<file path="src/rtl/ppu_pkg.sv">
// Shared PPU definitions: PPUMASK bit indices, sprite fetch window,
// per-slot sprite state record and a bit-reverse helper for horizontal flip.
package ppu_pkg;

  localparam int PPUMASK_S  = 4;
  localparam int PPUMASK_SL = 2;

  localparam logic [8:0] SPR_FETCH_START = 9'd256;
  localparam logic [8:0] SPR_FETCH_END   = 9'd319;

  typedef struct packed {
    logic [7:0] attr;
    logic [7:0] xcnt;
    logic [7:0] plane0;
    logic [7:0] plane1;
  } spr_slot_t;

  function automatic logic [7:0] rev8(input logic [7:0] d);
    logic [7:0] r;
    for (int i = 0; i < 8; i++) r[i] = d[7-i];
    return r;
  endfunction

endpackage

</file>
<file path="src/rtl/spr_slot.sv">
// One sprite slot: latches attribute/x/pattern planes during fetch, then
// counts x down and shifts pattern bits out MSB-first during the visible dots.
module spr_slot
  import ppu_pkg::*;
(
  input  logic       clk,
  input  logic       rst,
  input  logic       i_load_a,
  input  logic       i_load_b,
  input  logic       i_render,
  input  logic [7:0] i_attr,
  input  logic [7:0] i_x,
  input  logic [7:0] i_pat,
  input  logic       i_empty,
  output logic [1:0] o_pat,
  output logic [1:0] o_pal,
  output logic       o_pri
);

  spr_slot_t  r_slot;
  logic       w_flip;
  logic [7:0] w_pat;

  // Plane 0 arrives with the attribute, so flip uses the live attribute there.
  assign w_flip = i_load_a ? i_attr[6] : r_slot.attr[6];
  assign w_pat  = i_empty ? 8'h00 : (w_flip ? rev8(i_pat) : i_pat);

  always_ff @(posedge clk) begin
    if (rst) begin
      r_slot <= '0;
    end else begin
      if (i_load_a) begin
        r_slot.attr   <= i_attr;
        r_slot.xcnt   <= i_x;
        r_slot.plane0 <= w_pat;
      end
      if (i_load_b) r_slot.plane1 <= w_pat;
      if (i_render) begin
        if (r_slot.xcnt != 8'd0) begin
          r_slot.xcnt <= r_slot.xcnt - 8'd1;
        end else begin
          r_slot.plane0 <= {r_slot.plane0[6:0], 1'b0};
          r_slot.plane1 <= {r_slot.plane1[6:0], 1'b0};
        end
      end
    end
  end

  assign o_pat = (i_render && r_slot.xcnt == 8'd0) ?
                 {r_slot.plane1[7], r_slot.plane0[7]} : 2'b00;
  assign o_pal = r_slot.attr[1:0];
  assign o_pri = r_slot.attr[5];

  logic w_unused_attr;
  assign w_unused_attr = ^{r_slot.attr[7], r_slot.attr[4:2]};

endmodule

</file>
<file path="src/rtl/spr_render.sv">
// Sprite renderer: NSLOT slots plus priority mux, clipping and sprite-0 hit.
// Sprite-0 hit output is only generated when SPR_SP0_HIT_EN is defined.
module spr_render
  import ppu_pkg::*;
#(
  parameter int NSLOT = 8
) (
  input  logic       clk,
  input  logic       rst,
  input  logic       rend,
  input  logic [8:0] cycle,
  input  logic [7:0] ppumask,
  input  logic [7:0] attribute,
  input  logic [7:0] x,
  input  logic       sp_empty,
  input  logic       sp0,
  input  logic [7:0] pat_data,
  input  logic       bg_opaque,
  output logic [3:0] sp_pix,
  output logic       sp_pri,
  output logic       sp_is0,
  output logic       sp0_hit_set
);

  logic                  w_load;
  logic                  w_render;
  logic [2:0]            w_slot;
  logic [2:0]            w_c8;
  logic [7:0]            w_px;
  logic                  w_clip;
  logic [NSLOT-1:0][1:0] w_pat;
  logic [NSLOT-1:0][1:0] w_pal;
  logic [NSLOT-1:0]      w_pri;
  logic [1:0]            w_win_pat;
  logic [1:0]            w_win_pal;
  logic                  w_win_pri;
  logic                  w_win_is0;
  logic                  r_is0;
  logic [3:0]            r_sp_pix;
  logic                  r_sp_pri;
  logic                  r_sp_is0;

  assign w_load   = rend && cycle >= SPR_FETCH_START && cycle <= SPR_FETCH_END;
  assign w_render = rend && cycle >= 9'd1 && cycle <= 9'd256;
  assign w_slot   = cycle[5:3];
  assign w_c8     = cycle[2:0];
  assign w_px     = cycle[7:0] - 8'd1;
  assign w_clip   = !ppumask[PPUMASK_S] || (!ppumask[PPUMASK_SL] && w_px < 8'd8);

  generate
    for (genvar gi = 0; gi < NSLOT; gi++) begin : g_slot
      spr_slot u_slot (
        .clk      (clk),
        .rst      (rst),
        .i_load_a (w_load && w_slot == 3'(gi) && w_c8 == 3'd5),
        .i_load_b (w_load && w_slot == 3'(gi) && w_c8 == 3'd7),
        .i_render (w_render),
        .i_attr   (attribute),
        .i_x      (x),
        .i_pat    (pat_data),
        .i_empty  (sp_empty),
        .o_pat    (w_pat[gi]),
        .o_pal    (w_pal[gi]),
        .o_pri    (w_pri[gi])
      );
    end
  endgenerate

  // Scan from the highest slot down so the lowest opaque slot overrides.
  always_comb begin
    w_win_pat = 2'b00;
    w_win_pal = 2'b00;
    w_win_pri = 1'b0;
    w_win_is0 = 1'b0;
    for (int i = NSLOT - 1; i >= 0; i--) begin
      if (w_pat[i] != 2'b00) begin
        w_win_pat = w_pat[i];
        w_win_pal = w_pal[i];
        w_win_pri = w_pri[i];
        w_win_is0 = (i == 0) && r_is0;
      end
    end
  end

  always_ff @(posedge clk) begin
    if (rst) begin
      r_is0 <= 1'b0;
    end else if (rend && cycle == SPR_FETCH_END) begin
      r_is0 <= sp0;
    end
  end

  always_ff @(posedge clk) begin
    if (rst || !w_render || w_clip || w_win_pat == 2'b00) begin
      r_sp_pix <= 4'd0;
      r_sp_pri <= 1'b0;
      r_sp_is0 <= 1'b0;
    end else begin
      r_sp_pix <= {w_win_pal, w_win_pat};
      r_sp_pri <= w_win_pri;
      r_sp_is0 <= w_win_is0;
    end
  end

  assign sp_pix = r_sp_pix;
  assign sp_pri = r_sp_pri;
  assign sp_is0 = r_sp_is0;

`ifdef SPR_SP0_HIT_EN
  logic [7:0] r_px_d;
  logic       r_hit;

  always_ff @(posedge clk) begin
    if (rst) begin
      r_px_d <= 8'd0;
      r_hit  <= 1'b0;
    end else begin
      r_px_d <= w_px;
      r_hit  <= r_sp_is0 && r_sp_pix[1:0] != 2'b00 && bg_opaque && r_px_d != 8'hFF;
    end
  end

  assign sp0_hit_set = r_hit;

  logic w_unused_mask;
  assign w_unused_mask = ^{ppumask[7:5], ppumask[3], ppumask[1:0]};
`else
  assign sp0_hit_set = 1'b0;

  logic w_unused_mask;
  assign w_unused_mask = ^{ppumask[7:5], ppumask[3], ppumask[1:0], bg_opaque};
`endif

endmodule

</file>
<file path="config.mk">
export PLATFORM = sky130hd
export DESIGN_NAME = spr_render
export DESIGN_NICKNAME = d
export VERILOG_FILES = /design/src/rtl/ppu_pkg.sv /design/src/rtl/spr_slot.sv /design/src/rtl/spr_render.sv
export SDC_FILE = /design/constraint.sdc
export NUM_CORES = 1
export LEC_CHECK = 0
export ABC_AREA = 0
export CORE_AREA = 2 2 142 144
export CTS_BUF_LIST = sky130_fd_sc_hd__clkbuf_8
export CTS_CLUSTER_DIAMETER = 100
export DETAILED_ROUTE_END_ITERATION = 6
export DIE_AREA = 0 0 144 146
export PLACE_DENSITY_LB_ADDON = 0.08
export SLEW_MARGIN = 20
export SYNTH_ARGS = -nofsm -noshare
export SYNTH_HDL_FRONTEND = slang
export SYNTH_SLANG_ARGS = --single-unit
</file>
<file path="constraint.sdc">
create_clock -name clk -period 3.6 [get_ports clk]
set_input_delay 0.54 -clock clk [delete_from_list [all_inputs] [get_ports clk]]
set_output_delay 0.54 -clock clk [all_outputs]
set_load 0.05 [all_outputs]
</file>
After elaboration in Yosys (flattened, before gate mapping)
Cells that the tools add are included.
- bits in read-only memories: 0
- bits in latches: 0
- register bits: 255
- memories: 0
- output and inout bits: 7
- logic and storage cells: 229
- input port bits: 47
- RAM bits: 0
- order comparisons: 5
- bitwise logic cells: 1
- shifts and indexed selects: 0
- multiplexer cells: 96
- divide/modulo/power cells: 0
- multiply operators: 0
- equality and inequality tests: 10
- add/sub/neg operators: 9
- reduce and logical (&&, ||, !) cells: 72
- operators by type and width (operator ; count):
    $mux W16 ; 16
    $mux W8 ; 32
    $mux W24 ; 8
    $sub A8 B1 Y8 const B ; 9
    $logic_not A8 Y1 ; 8
    $reduce_bool A8 Y1 ; 8
    $mux W2 ; 24
    $logic_and A1 B1 Y1 ; 38
    $eq A3 B3 Y1 const B ; 6
    $le A9 B9 Y1 const B ; 2
    $mux W1 ; 16
    $reduce_bool A2 Y1 ; 8
    $eq A9 B9 Y1 const B ; 1
    $ge A9 B1 Y1 const B ; 1
    $ge A9 B9 Y1 const B ; 1
    $lt A8 B4 Y1 const B ; 1
    $eq A3 B2 Y1 const B ; 2
    $logic_or A1 B1 Y1 ; 4
    $eq A3 B1 Y1 const B ; 1
    $logic_not A1 Y1 ; 3
    $logic_not A3 Y1 ; 1
    $logic_not A2 Y1 ; 1
    $reduce_or A2 Y1 ; 1
    $not A1 Y1 ; 1

Longest topological paths before layout
- depth after elaboration: 17
- depth in mapped cells: 10
- depth with buffers taken out: 9

By module
A second synthesis with hierarchy kept.
- cells, all modules: 1520
- area total of the unflattened synthesis: 13389.1 um^2
- by module, submodules not included (module ; times used ; area each (um^2) ; seq. area each (um^2) ; cells an instance):
    spr_slot at g_slot[4].u_slot ... ; 4 ; 1586.5 ; 560.5 ; 173
    spr_slot at g_slot[0].u_slot ... ; 4 ; 1570.3 ; 560.5 ; 177
    spr_render ; 1 ; 762.0 ; 140.1 ; 120

Least setup slack after synthesis
OpenSTA, ideal clock, no wires.
- path type: input port to flip-flop
- from: input cycle[7]
- to: register g_slot[3].u_slot.r_slot[1] in the netlist's numbering
- stages: 8
- setup time: 0.132 ns
- buffers on the path: 1
- data required time: 3.468 ns
- slack: 0.877 ns
- arrival: 2.591 ns
- path through: nand3b_1 > nor2_1 > and2_0 > clkbuf_1 > mux2i_2 > mux2_2 > a221oi_1 > nor3_1
- longest elaborated chain between the ends: 11
- elaborated cells on any way between the ends: 17
- classes of those cells: order compare: 4; mux: 6; reduce/logical: 7
- RTL lines (item ; RTL line ; text):
    from (decl) ; spr_render.sv:11 ; input logic [8:0] cycle,
    $ge A9 B9 Y1 ; spr_render.sv:43 ; assign w_load = rend && cycle >= SPR_FETCH_START && cycle <= SPR_FETCH_END;
    $logic_and A1 B1 Y1 (2 in a row) ; spr_render.sv:43 ;
    $logic_and A1 B1 Y1 ; spr_render.sv:55, spr_render.sv:56 ;
    $logic_and A1 B1 Y1 ; spr_render.sv:55 ; .i_load_a (w_load && w_slot == 3'(gi) && w_c8 == 3'd5),
    $mux W1 ; spr_slot.sv:25 ; assign w_flip = i_load_a ? i_attr[6] : r_slot.attr[6];
    $mux W8 (2 in a row) ; spr_slot.sv:26 ; assign w_pat = i_empty ? 8'h00 : (w_flip ? rev8(i_pat) : i_pat);
    $mux W8 ; spr_slot.sv:37 ; if (i_load_b) r_slot.plane1 <= w_pat;
    $mux W16 ; spr_slot.sv:39 ; if (r_slot.xcnt != 8'd0) begin
    $mux W24 (*) ; spr_slot.sv:38 ; if (i_render) begin
    to (decl) ; spr_slot.sv:20 ; spr_slot_t r_slot;
Every way passes the cells marked *; elsewhere a longest branch is shown, timed or not.
A chain may end at the register's enable or synchronous reset.

Worst setup path in the final report
- from: input cycle[5]
- to: register g_slot[2].u_slot.r_slot[18] in the netlist's numbering
- longest elaborated chain between the ends: 8
- elaborated cells on any way between the ends: 14
- classes of those cells: order compare: 4; eq/ne: 1; mux: 3; reduce/logical: 6
- RTL lines (item ; RTL line ; text):
    $ge A9 B9 Y1 ; spr_render.sv:43 ;
    $logic_and A1 B1 Y1 (2 in a row) ; spr_render.sv:43 ;
    $logic_and A1 B1 Y1 (2 in a row) ; spr_render.sv:55 ;
    $mux W16 ; spr_slot.sv:32 ; if (i_load_a) begin
    $mux W8 ; spr_slot.sv:39 ;
    $mux W24 (*) ; spr_slot.sv:38 ;
    to (decl) ; spr_slot.sv:20 ;
Marks and branches as above.

==> impl_metrics.json <==
{
  "rows": 51,
  "fmax_mhz": 326,
  "cpMostUsedCell": "o21ai_0",
  "place_congestion": 0.952,
  "holdPathEnd": "g_slot[5].u_slot.o_pal[0]",
  "worstSetupPathType": "in2reg",
  "synth_top_area_share_pct": 38.2,
  "report.final.hold_viol_count": 0,
  "synth_fa_ha_area_share_pct": 1.65,
  "clock_path_buffers": 3,
  "hold_path_class": "reg2reg",
  "yosys.area_share.xor_xnor_pct": 0.361,
  "grt_use_total_pct": 32.1,
  "whs_path_depth": 2,
  "synth-compound-area-share_pct": 21.5,
  "yosysSeqAreaShare_pct": 38.2,
  "synthArstFlopShare_pct": 0,
  "design_area_sq_mm": 0.0137,
  "die_area_sq_mm": 0.0210,
  "path_max_fanout": 16,
  "ys_warn_count": 0,
  "cp_cell_sequence": "clkdlybuf4s50_1 > nor3_1 > and4_1 > nor2_2 > buf_4 > o21ai_0 > o21ai_0 > a222oi_1 > nor2_1",
  "yosysTopAreaCell": "dfxtp_1",
  "cts_max_level": 2,
  "muxShareOfSynthArea_pct": 9.63,
  "hold_start": "g_slot[5].u_slot.o_pal[0]",
  "nets": 1640,
  "ys_top_cells_by_area": "dfxtp_1 (38%), nor2_1 (7.5%), mux2i_1 (7.3%)",
  "post_cts_buffers": 0,
  "fin_crit_ns": 3.06,
  "slew_headroom_pct": 19.2,
  "io_pins": 54,
  "p_leak_nw": 5.29,
  "cts_root_buf": "clkbuf_8",
  "synthFlopType": "dfxtp_1",
  "r2r-start": "g_slot[7].u_slot.r_slot[19]",
  "clk_pin_slew_ns": 0.06,
  "fin_setup_tns_ns": 0,
  "outcome": "finished clean",
  "grt_pass1_vias": 10619,
  "finClkSkew_ns": 0.0295,
  "firstDrtPassIters": 6,
  "core-area_sq_mm": 0.0193,
  "final_antenna_net_count": 0,
  "required_ns": 3.98,
  "power_density_mw_per_mm2": 859,
  "area_growth_pct": 13.1,
  "synth_fp_nets": 1606,
  "cts-hold-fix-buffers": 0,
  "cts.sinks": 231,
  "grt_pass1_wl_mm": 54.4,
  "fp.dieH_um": 146,
  "via_per_inst": 6.33,
  "grt_overflow": 0,
  "synth_top_family_by_area": "simple AND/OR/NAND/NOR gates",
  "num_antenna_cells": 0,
  "rsz0062_at_grt": "false",
  "cts_buffers": 39,
  "timing.max_cap.violations": 0,
  "yosys.area_share.simple_pct": 24.3,
  "drt_wl_total_mm": 34.3,
  "insertion_delay_ns": 0.56,
  "wire_per_inst_um": 18.4,
  "drv_slew": 0,
  "ctsResizeCount": 0,
  "cpMaxStageDelayCell": "clkdlybuf4s50_1",
  "worst_hold_slack_ns": 0.455,
  "tightest_slew_ns": 1.21,
  "fp.dieW_um": 144,
  "syn-cell-area_sq_mm": 0.0121,
  "dpl_cell_area_sq_mm": 0.0130,
  "peakVddDrop_mv": 0.447,
  "cp-start-kind": "input pin",
  "cp.arrival_ns": 3.45,
  "layout-drive-gt1-share_pct": 10.9,
  "synth_edf_count": 0,
  "ys_seq_elements": 231,
  "place.detailed.hpwl_mm": 23.1,
  "yosys.cell_types.count": 74,
  "route.detailed.drc": 0,
  "initial_core_util_pct": 62.7,
  "dpl_worst_slack_ns": 0.0510,
  "syn_inst": 1543,
  "cts_tree": "yes",
  "vias": 11826,
  "r2r_cells": 8,
  "min_period_over_period_pct": 85.1,
  "syn_avg_cell_area_sq_um": 7.85,
  "rr_endpoint": "sp_pri",
  "drtIter0Drc": 1127,
  "r2r_slack_ns": 0.73,
  "crit_path_end_kind": "flop",
  "worst_slack_ns": 0.536,
  "max_stage_delay_ns": 0.52,
  "setup_violations": 0,
  "grt_max_degree": 226,
  "numPortBuffers": 41,
  "antenna_found_initial": 0
}
-- state kept, by name (all words and copies together) (netlist names) --
| register | cells |
|---|---|
| g_slot.u_slot.o_pri | 8 |
| sp_pri | 1 |
| g_slot.u_slot.r_slot | 200 |
| sp_is0 | 1 |
| g_slot.u_slot.o_pal | 16 |
| r_is0 | 1 |
| sp_pix | 4 |
-- synth_stat cells (8+ instances only) --
| library cell | number |
|---|---|
| a21oi_1 | 94 |
| a31oi_1 | 11 |
| or3_1 | 9 |
| inv_1 | 23 |
| and3_1 | 10 |
| mux2i_1 | 88 |
| o211ai_1 | 27 |
| nor2_1 | 243 |
| clkbuf_1 | 96 |
| nor3_1 | 65 |
| dfxtp_1 | 231 |
| nand3_1 | 31 |
| o21ai_0 | 92 |
| a22oi_1 | 9 |
| a222oi_1 | 10 |
| a211oi_1 | 37 |
| ha_1 | 16 |
| o21ai_1 | 19 |
| mux2_2 | 15 |
| nand2_1 | 200 |
| a311oi_1 | 35 |
| or2_2 | 12 |
| or4_1 | 8 |
| a221oi_1 | 27 |
| nor4_1 | 16 |
-- through the flow --
stage / cells / total power [W] / utilization [%]
finish: 1867 / 0.0118 / 70.9
global route: 1867 / 0.0127 / 70.9
CTS: 1867 / 0.0117 / 70.9
detailed placement: 1801 / 0.00938 / 67.0
global placement: 1801 / 0.00923 / 67.0
floorplan: 1543 / 0.00808 / -
-- cell type report --
cell class	instances	area, sq um
clock buffers	48	661
fillers	1633	5630
multi-input cells	1176	7000
repair buffers	106	912
inverters	23	86.3
flip-flops and latches	231	4620
well taps	265	332
clock inverters	18	91.3
-- logic make-up after synthesis --
group           count (synthesis)
simple gates                  647
mux                           111
flops                         231
buf+inv                       136
other cells                     1
fa+ha+maj                      16
compound gates                396
xor+xnor                        5
-- critical path: cells and delay by family --
family / cells / cell delay, ns
compound gates: 3 / 0.95
buf+inv: 2 / 0.75
simple gates: 4 / 1.19
-- cells in the final DEF (no fill, tap or decap), drive strengths merged, types with 37 or more instances in the layout --
cell type and n:
clkbuf 48, nor2 245, dfxtp 231, a21oi 94
nor3 66, nand2 200, a211oi 37, mux2i 95
inv 38, clkdlybuf4s50 40, buf 66, o21ai 113
-- worst max path at each step --
stage,startpoint,to,slack [ns]
2_1_floorplan,cycle[7],g_slot[3].u_slot.r_slot[1],0.88
3_3_place_gp,cycle[6],g_slot[2].u_slot.r_slot[20],0.13
3_5_place_dp,cycle[5],g_slot[2].u_slot.r_slot[20],0.05
4_1_cts,cycle[5],g_slot[2].u_slot.r_slot[18],0.62
5_1_grt,cycle[5],g_slot[2].u_slot.r_slot[18],0.39
6_report,cycle[5],g_slot[2].u_slot.r_slot[18],0.54
-- where the power goes --
part	internal, W	total [W]	switching [W]
Sequential	0.00343	0.00411	0.000683
Clock	0.00121	0.00228	0.00107
Combinational	0.00210	0.00537	0.00327
Total	0.00674	0.0118	0.00503
-- routing by layer --
| layer | GRT usage (%) | part of all wire (%) | routed length (um) | up-vias |
|---|---|---|---|---|
| met3 | 4.97 | 7.2 | 2480 | 78 |
| li1 | - | - | - | 5671 |
| met1 | 43.3 | 43 | 14700 | 5606 |
| met4 | 11.7 | 3.0 | 1040 | 0 |
| met2 | 51.9 | 47 | 16000 | 471 |
| met5 | 0 | 0 | 0 | - |
(Power assumes the default switching activity.)
